File: src/rtl/washer_ctrl.sv
// Washer sequencer: fill / wash / drain / rinse / spin with door-fault and abort handling.
// Actuator outputs are Moore-decoded from the state register; cycle_done is registered.
module washer_ctrl #(
  parameter int WASH_CYCLES  = 5,
  parameter int RINSE_CYCLES = 3,
  parameter int DRAIN_CYCLES = 2,
  parameter int SPIN_CYCLES  = 4,
  parameter int FILL_TIMEOUT = 8
) (
  input  logic       clk,
  input  logic       rstn,
  input  logic       start,
  input  logic       door_closed,
  input  logic       water_full,
  input  logic       abort,
  output logic       fill_valve,
  output logic       drain_valve,
  output logic       motor_on,
  output logic       spin_hi,
  output logic       door_lock,
  output logic [2:0] phase,
  output logic       cycle_done,
  output logic       fault
);

  localparam int MAX_WR = (WASH_CYCLES > RINSE_CYCLES) ? WASH_CYCLES : RINSE_CYCLES;
  localparam int MAX_DS = (DRAIN_CYCLES > SPIN_CYCLES) ? DRAIN_CYCLES : SPIN_CYCLES;
  localparam int MAX_4  = (MAX_WR > MAX_DS) ? MAX_WR : MAX_DS;
  localparam int MAX_C  = (MAX_4 > FILL_TIMEOUT) ? MAX_4 : FILL_TIMEOUT;
  localparam int TW     = $clog2(MAX_C) + 1;

  localparam logic [TW-1:0] WASH_LAST  = TW'(WASH_CYCLES - 1);
  localparam logic [TW-1:0] RINSE_LAST = TW'(RINSE_CYCLES - 1);
  localparam logic [TW-1:0] DRAIN_LAST = TW'(DRAIN_CYCLES - 1);
  localparam logic [TW-1:0] SPIN_LAST  = TW'(SPIN_CYCLES - 1);
  localparam logic [TW-1:0] FILL_LAST  = TW'(FILL_TIMEOUT - 1);

  typedef enum logic [2:0] {
    IDLE  = 3'd0,
    FILL  = 3'd1,
    WASH  = 3'd2,
    DRAIN = 3'd3,
    RINSE = 3'd4,
    SPIN  = 3'd5,
    FAULT = 3'd6
  } state_t;

  state_t        state;
  state_t        state_nxt;
  logic [TW-1:0] timer;
  logic          rinse_flag;
  logic          abort_flag;
  logic          abort_take;

  always_ff @(posedge clk or negedge rstn) begin
    if (!rstn) begin
      state      <= IDLE;
      timer      <= '0;
      rinse_flag <= 1'b0;
      abort_flag <= 1'b0;
      cycle_done <= 1'b0;
    end else begin
      state <= state_nxt;
      if (state_nxt != state) timer <= '0;
      else                    timer <= timer + TW'(1);
      cycle_done <= (state == SPIN) && (state_nxt == IDLE);
      // Both flags describe the current wash run only; leaving the run drops them.
      if (state_nxt == IDLE || state_nxt == FAULT) begin
        rinse_flag <= 1'b0;
        abort_flag <= 1'b0;
      end else begin
        if (state == DRAIN && state_nxt == FILL) rinse_flag <= 1'b1;
        if (abort_take) abort_flag <= 1'b1;
      end
    end
  end

  // Door fault outranks abort, which outranks fill timeout and normal exits.
  always_comb begin
    state_nxt  = state;
    abort_take = 1'b0;
    case (state)
      IDLE: if (start && door_closed) state_nxt = FILL;
      FILL: begin
        if (!door_closed)    state_nxt = FAULT;
        else if (abort)      begin state_nxt = DRAIN; abort_take = 1'b1; end
        else if (water_full) state_nxt = rinse_flag ? RINSE : WASH;
        else if (timer == FILL_LAST) state_nxt = FAULT;
      end
      WASH: begin
        if (!door_closed)            state_nxt = FAULT;
        else if (abort)              begin state_nxt = DRAIN; abort_take = 1'b1; end
        else if (timer == WASH_LAST) state_nxt = DRAIN;
      end
      RINSE: begin
        if (!door_closed)             state_nxt = FAULT;
        else if (abort)               begin state_nxt = DRAIN; abort_take = 1'b1; end
        else if (timer == RINSE_LAST) state_nxt = DRAIN;
      end
      DRAIN: begin
        if (!door_closed) state_nxt = FAULT;
        else if (timer == DRAIN_LAST) begin
          if (abort_flag)      state_nxt = IDLE;
          else if (rinse_flag) state_nxt = SPIN;
          else                 state_nxt = FILL;
        end
      end
      SPIN: begin
        if (!door_closed)            state_nxt = FAULT;
        else if (abort)              begin state_nxt = DRAIN; abort_take = 1'b1; end
        else if (timer == SPIN_LAST) state_nxt = IDLE;
      end
      FAULT: if (abort && door_closed) state_nxt = IDLE;
      default: state_nxt = IDLE;
    endcase
  end

  assign phase       = state;
  assign fill_valve  = (state == FILL);
  assign motor_on    = (state == WASH) || (state == RINSE) || (state == SPIN);
  assign spin_hi     = (state == SPIN);
  assign drain_valve = (state == DRAIN) || (state == SPIN);
  assign door_lock   = (state == FILL) || (state == WASH) || (state == DRAIN) ||
                       (state == RINSE) || (state == SPIN);
  assign fault       = (state == FAULT);

endmodule

File: config.mk
export PLATFORM = sky130hd
export DESIGN_NAME = washer_ctrl
export DESIGN_NICKNAME = d
export VERILOG_FILES = /design/src/rtl/washer_ctrl.sv
export SDC_FILE = /design/constraint.sdc
export NUM_CORES = 1
export LEC_CHECK = 0
export CORE_MARGIN = 5
export CORE_UTILIZATION = 45
export DETAILED_ROUTE_END_ITERATION = 8
export DONT_BUFFER_PORTS = 1
export PLACE_DENSITY = 0.58
export SLEW_MARGIN = 20
export SYNTH_ARGS = -nofsm -noshare
export SYNTH_HDL_FRONTEND = slang
export SYNTH_SLANG_ARGS = --single-unit
File: constraint.sdc
create_clock -name clk -period 1.98 [get_ports clk]
set_input_delay 0.396 -clock clk [delete_from_list [all_inputs] [get_ports clk]]
set_output_delay 0.396 -clock clk [all_outputs]
set_load 0.01 [all_outputs]
==> reports/qor.csv, run 1 <==
metric;value;unit
total CTS buffers;3;
VDD IR max;954;uV
clock root buffer;clkbuf_4;
met3 Resource Use GR;0.0325;
pwr dens;1350;nW/um^2
ranking of synthesized cells by area;dfrtp_1, ha_1, nor2_1, nand2_1, inv_1;
syn_area_per_cell;8.84;sq um
Nets;136;
Final setup viols;3;
Max Cap Viol;0;
DRT Pass-1 Iters;4;
period utilization;1.03;
HP Class;input port to flip-flop;
drt total wl;2.51;mm
residual DRC count;0;
Synth top area share;0.262;
max-slew violations;0;
clk slew on worst S/H paths;0.07;ns
synthesized area;955;sq um
worst path cell trace;ha_2, nor3b_4, a221o_1, a211o_4, xor2_4, nor4b_2;
initial DRC count;31;
Synth Register Bits;10;
die height;56.1;microns
final non-filler cell area;1230;sq um
Crit-path slowest cell;dfrtp_1;
Post-DRT Antenna Nets;0;
GPL Wtd Cong;0.892;
Slew HR;0.620;
Initial Utilization;0.477;
setup ws final;-0.0678;ns
CP top delay family;compound AO/OA/AOI/OAI gates;
Worst path max stage delay;0.42;ns
Setup WS pre-CTS;-0.0973;ns
number of global-route vias before repair;851;
Worst EP required;2.15;ns
H-tree levels;1;
Post-Syn Nets;118;
cells after synthesis;108;
Num Clock Sinks;10;
M1 GR Usage;0.208;
leakage power;0.493;nW
Rows;16;
CTS tree;done;
Post-synth EDFFs;0;
Detail Placement HPWL;1.78;mm
Max clock buf depth;2;
pin count of the biggest net entering global routing;17;
total number of vias;905;
Non-Filler Instances;152;
classification of the worst setup path;flip-flop to flip-flop;
ys flop type;dfrtp_1;
first-pass GRT wire length;4.00;mm
layout cells sized above 1;0.416;
Top Ports;16;
GR Overflow Total;0;
grt met2 use;0.255;
die area;3140;sq um
Hold Vio Cnt, Final;0;
CP endpoint kind;flip-flop;
outcome;finished with violations;
slack of the worst reg-to-reg path;-0.07;ns
asr flop ratio synth;1.00;
Final min period;2.05;ns
Worst-Margin Slew;0.567;ns
drt wl/cell;16.5;microns
initial antenna violation count;0;
busiest layer in global routing;met2;
Data arrival, critical path;2.22;ns
RSZ-0062 raised after global routing;true;
Worst setup SP type;flip-flop;
worst-path maximum fanout;4;
Fillers;173;
Synth cell types;43;
cell count after placement;144;
most common library cells after synthesis;dfrtp_1, nor2_1, nand2_1;
number of diodes;0;
clk_skew;0.000758;ns
Skew-Pair Late Insertion Delay;0.26;ns
Tot GR Track Use;0.155;
failing checks;setup timing;
placed cell area;1050;sq um
Syn. warnings;0;
vias per cell;5.95;
core region area;2000;sq um
Buffers on Ports;0;
area grow syn2layout;29.1;%
post-synthesis sequential area ratio;0.262;
worst path buffer plus inverter count;0;
Die X;56.1;microns
Max Freq;488;MHz
post-synth top area cell;dfrtp_1;
[logic make-up after synthesis]
kind of cell | after synthesis | synth area share
fa+ha+maj | 4 | 0.0524
compound gates | 28 | 0.227
xor+xnor | 4 | 0.0564
simple gates | 47 | 0.315
flops | 10 | 0.262
buf+inv | 15 | 0.0878
[power breakdown]
part	internal [mW]	switching, mW	total [mW]
sequential	0.261	0.112	0.373
combinational	0.500	0.611	1.11
clock	0.112	0.0704	0.182
total	0.873	0.793	1.67
[final cells by class]
cell class,count,area [sq um],share of cell area
multi-input cells,83,723,0.587
flip-flops and latches,10,253,0.205
repair buffers,20,156,0.127
clock buffers,4,36.3,0.0294
well taps,27,33.8,0.0274
inverters,8,30.0,0.0244
[worst reg2reg max path, stage by stage (launching register included)]
cell and delay [ns]:
dfrtp_1 0.42, ha_2 0.18, nor3b_4 0.16, a221o_1 0.35
a211o_4 0.39, xor2_4 0.19, nor4b_2 0.27
[flip-flops by register name, summed over array words and instances (netlist names)]
signal / cells
abort_flag: 1
timer: 4
rinse_flag: 1
cycle_done: 1
phase: 3
[worst paths after layout]
kind | endpoint | cells past startpoint | startpoint
setup / recovery | timer[1]$_DFF_PN0_ | 6 | timer[1]$_DFF_PN0_
hold / removal | phase[0]$_DFF_PN0_ | 3 | door_closed
setup reg to reg | timer[1]$_DFF_PN0_ | 6 | timer[1]$_DFF_PN0_
hold reg to reg | rinse_flag$_DFFE_PN0P_ | 2 | rinse_flag$_DFFE_PN0P_
max in group asynchronous | phase[0]$_DFF_PN0_ | 1 | rstn
min in group asynchronous | timer[3]$_DFF_PN0_ | 1 | rstn
[cell usage in the layout (no fill, tap or decap), drive strengths merged, types with 3 or more instances in the layout]
cell    synthesis  routed
a21o            3       3
a41oi           3       3
buf             6      19
clkbuf          1       4
dfrtp          10      10
ha              4       4
inv             8       8
nand2           9       9
nor2           10      10
nor2b           3       3
nor3            4       4
nor4            4       4
o211ai          3       3
o21ai           5       5
[metrics by stage]
stage | total power, mW | utilization | hold WS (ns) | TNS (ns)
floorplan | 1.05 | - | 0.100 | 0
global placement | 1.28 | 0.527 | 0.101 | -0.00213
detailed placement | 1.29 | 0.527 | 0.101 | -0.321
CTS | 1.57 | 0.581 | 0.380 | -0.0858
global route | 1.78 | 0.616 | 0.408 | -0.611
finish | 1.67 | 0.616 | 0.397 | -0.145
[per-layer routing]
layer	up-vias	wire, microns
li1	427	-
met1	437	1090
met5	-	0
met3	6	146
met4	0	46
met2	35	1230
[what timing repair did]
| item | in CTS | in global routing |
|---|---|---|
| hold endpoints to repair | 10 | 0 |
| setup buffers | 2 | 1 |
| pin swaps | 7 | 7 |
| gates resized for setup | 9 | 13 |
| hold buffers | 1 | 0 |
| endpoints found under the setup margin | 7 | 7 |
(Power assumes the default switching activity.)
==> run 2: changes to the inputs <==
Settings changed: PLACE_DENSITY 0.58 to 0.56.
Clock period 1.98 ns to 1.9 ns, I/O delays scaled along.
==> reports/qor.csv, run 2 (synthesis gave the netlist of run 1 again) <==
metric;value;unit;change
Num Clock Sinks;10;;unchanged
pin count of the biggest net entering global routing;11;;was 17
RSZ-0062 raised after global routing;true;;unchanged
Post-DRT Antenna Nets;0;;unchanged
core region area;2000;sq um;unchanged
Clock power frac;0.094;;was 0.109
worst-path maximum fanout;4;;unchanged
commonest cells after routing, fill and taps aside;buf_4, nor2_1, nand2_1;;was buf_4, nor2_1, nand2_1, dfrtp_1, inv_1
failing checks;setup timing;;unchanged
die area;3140;sq um;unchanged
Rows;16;;unchanged
Slew HR;0.669;;was 0.620
max FFs per register;4;;unchanged
Die X;56.1;microns;unchanged
register share of total power;0.193;;was 0.224
GR Overflow Total;0;;unchanged
final core occ;0.694;;was 0.616
GPL Wtd Cong;0.814;;was 0.892
Design Power;2.03;mW;was 1.67 mW
Sum Neg Setup Slack;-0.360;ns;was -0.145 ns
Data arrival, critical path;2.17;ns;was 2.22 ns
pwr dens;1460;nW/um^2;was 1350 nW/um^2
Max Freq;500;MHz;was 488 MHz
VDD IR max;887;uV;was 954 uV
CP endpoint kind;flip-flop;;unchanged
Nets;153;;was 136
CP top delay family;flip-flops;;was compound AO/OA/AOI/OAI gates
worst hold slack;0.379;ns;was 0.397 ns
Comb pwr share;0.713;;was 0.667
Biggest register;timer;;unchanged
commonest non-fill, non-tap cell in the layout;buf_4;;unchanged
number of diodes;0;;unchanged
drt total wl;2.80;mm;was 2.51 mm
area grow syn2layout;45.6;%;was 29.1%
Skew-Pair Late Insertion Delay;0.26;ns;about the same
worst path buffer plus inverter count;2;;was 0
outcome;finished with violations;;unchanged
Final min period;2.00;ns;was 2.05 ns
total number of vias;972;;was 905
Int Pwr;1.11;mW;was 873 uW
cell count after placement;162;;was 144
die height;56.1;microns;unchanged
Worst path max stage delay;0.45;ns;was 0.42 ns
H-tree levels;1;;unchanged
clk slew on worst S/H paths;0.07;ns;about the same
Buffers on Ports;0;;unchanged
initial DRC count;31;;unchanged
Worst EP required;2.07;ns;was 2.15 ns
Hold Vio Cnt, Final;0;;unchanged
Max clock buf depth;2;;unchanged
worst path cell trace;ha_2, buf_4, nand3b_1, nand2_1, a32oi_2, o211ai_1, buf_4, nor4_2;;was ha_2, nor3b_4, a221o_1, a211o_4, xor2_4, nor4b_2
Sw Ratio;0.454;;was 0.476
Sw Pwr;921;uW;was 793 uW
setup ws final;-0.100;ns;was -0.0678 ns
initial antenna violation count;0;;unchanged
Worst setup SP type;flip-flop;;unchanged
classification of the worst setup path;flip-flop to flip-flop;;unchanged
vias per cell;5.75;;was 5.95
CTS tree;done;;unchanged
drt wl/cell;16.5;microns;about the same
leakage power;0.583;nW;was 0.493 nW
Max Cap Viol;0;;unchanged
period utilization;1.05;;was 1.03
Initial Utilization;0.477;;unchanged
Detail Placement HPWL;2.07;mm;was 1.78 mm
Top Ports;16;;unchanged
max-slew violations;0;;unchanged
Non-Filler Instances;169;;was 152
first-pass GRT wire length;4.65;mm;was 4.00 mm
residual DRC count;0;;unchanged
clk_skew;0.00383;ns;was 0.000758 ns
number of global-route vias before repair;1027;;was 851
DRT Pass-1 Iters;4;;unchanged
total CTS buffers;3;;unchanged
HP Class;input port to flip-flop;;unchanged
layout cells sized above 1;0.500;;was 0.416
Final setup viols;6;;was 3
clock root buffer;clkbuf_4;;unchanged
cell mode on critical path;buf_4;;
Worst-Margin Slew;0.494;ns;was 0.567 ns
Crit-path slowest cell;dfrtp_1;;unchanged
Tot GR Track Use;0.182;;was 0.155
## run 2: cell types whose count changed in the layout (fill, tap and decap cells not counted), moves of 2 or more
| cell | delta |
|---|---|
| nor4_4 | +3 |
| dfrtp_1 | -2 |
| buf_4 | +15 |
| dfrtp_2 | +2 |
| nor4_2 | -3 |
## run 2: what timing repair did
action / in CTS / in global routing
endpoints found under the hold margin: 10 / 0
pin swaps: 3 / 5
hold buffers: 1 / 0
gates resized for setup: 6 / 19
setup buffers: 0 / 2
setup endpoints to repair: 7 / 8
cloned: 0 / 0
## run 2: worst reg2reg max path, stage by stage (launching register included)
cell      delay, ns
dfrtp_1        0.45
ha_2           0.22
buf_4          0.14
nand3b_1       0.12
nand2_1        0.08
a32oi_2        0.24
o211ai_1       0.21
buf_4          0.21
nor4_2         0.24
## run 2: worst paths after layout
kind | startpoint | to | slack (ns) | cells past startpoint
worst max-delay path | timer[1]$_DFF_PN0_ | timer[2]$_DFF_PN0_ | -0.10 | 8
worst max register to register | timer[1]$_DFF_PN0_ | timer[2]$_DFF_PN0_ | -0.10 | 8
max in group asynchronous | rstn | phase[0]$_DFF_PN0_ | 1.02 | 1
worst min-delay path | door_closed | phase[0]$_DFF_PN0_ | 0.38 | 3
min in group asynchronous | rstn | timer[1]$_DFF_PN0_ | 0.51 | 1
worst min register to register | rinse_flag$_DFFE_PN0P_ | rinse_flag$_DFFE_PN0P_ | 0.62 | 2
## run 2: cell type report
cell class / instances / area, sq um
Multi-Input combinational cell: 83 / 734
Fill cell: 150 / 612
Timing Repair Buffer: 37 / 300
Sequential cell: 10 / 255
Clock buffer: 4 / 36.3
Tap cell: 27 / 33.8
Inverter: 8 / 30.0
## run 2: routing by layer
metal | global-route usage | routed length (microns)
met2 | 0.301 | 1370
met4 | 0.0678 | 43
met3 | 0.0394 | 180
met1 | 0.229 | 1200
met5 | 0 | 0
## run 2: power groups by stage
stage          registers, mW  clock network, mW  logic (mW)
2_1_floorplan          0.344                  0       0.758
3_3_place_gp           0.373                  0        1.19
3_5_place_dp           0.374                  0        1.21
4_1_cts                0.372              0.190        1.28
5_1_grt                0.403              0.198        1.56
6_report               0.391              0.192        1.45
## run 2: metrics by stage
stage	setup WS [ns]	instance area (sq um)
final	-0.100	1390
after global routing	-0.225	1390
after CTS	-0.115	1290
after detailed placement	-0.142	1210
after global placement	-0.0610	1210
after floorplan	-0.0527	963
==> run 3: changes to the inputs <==
Settings changed: GPL_ROUTABILITY_DRIVEN from default to 0.
==> results of run 3 <==
Final layout, timing and power as in run 2 (identical DEF).
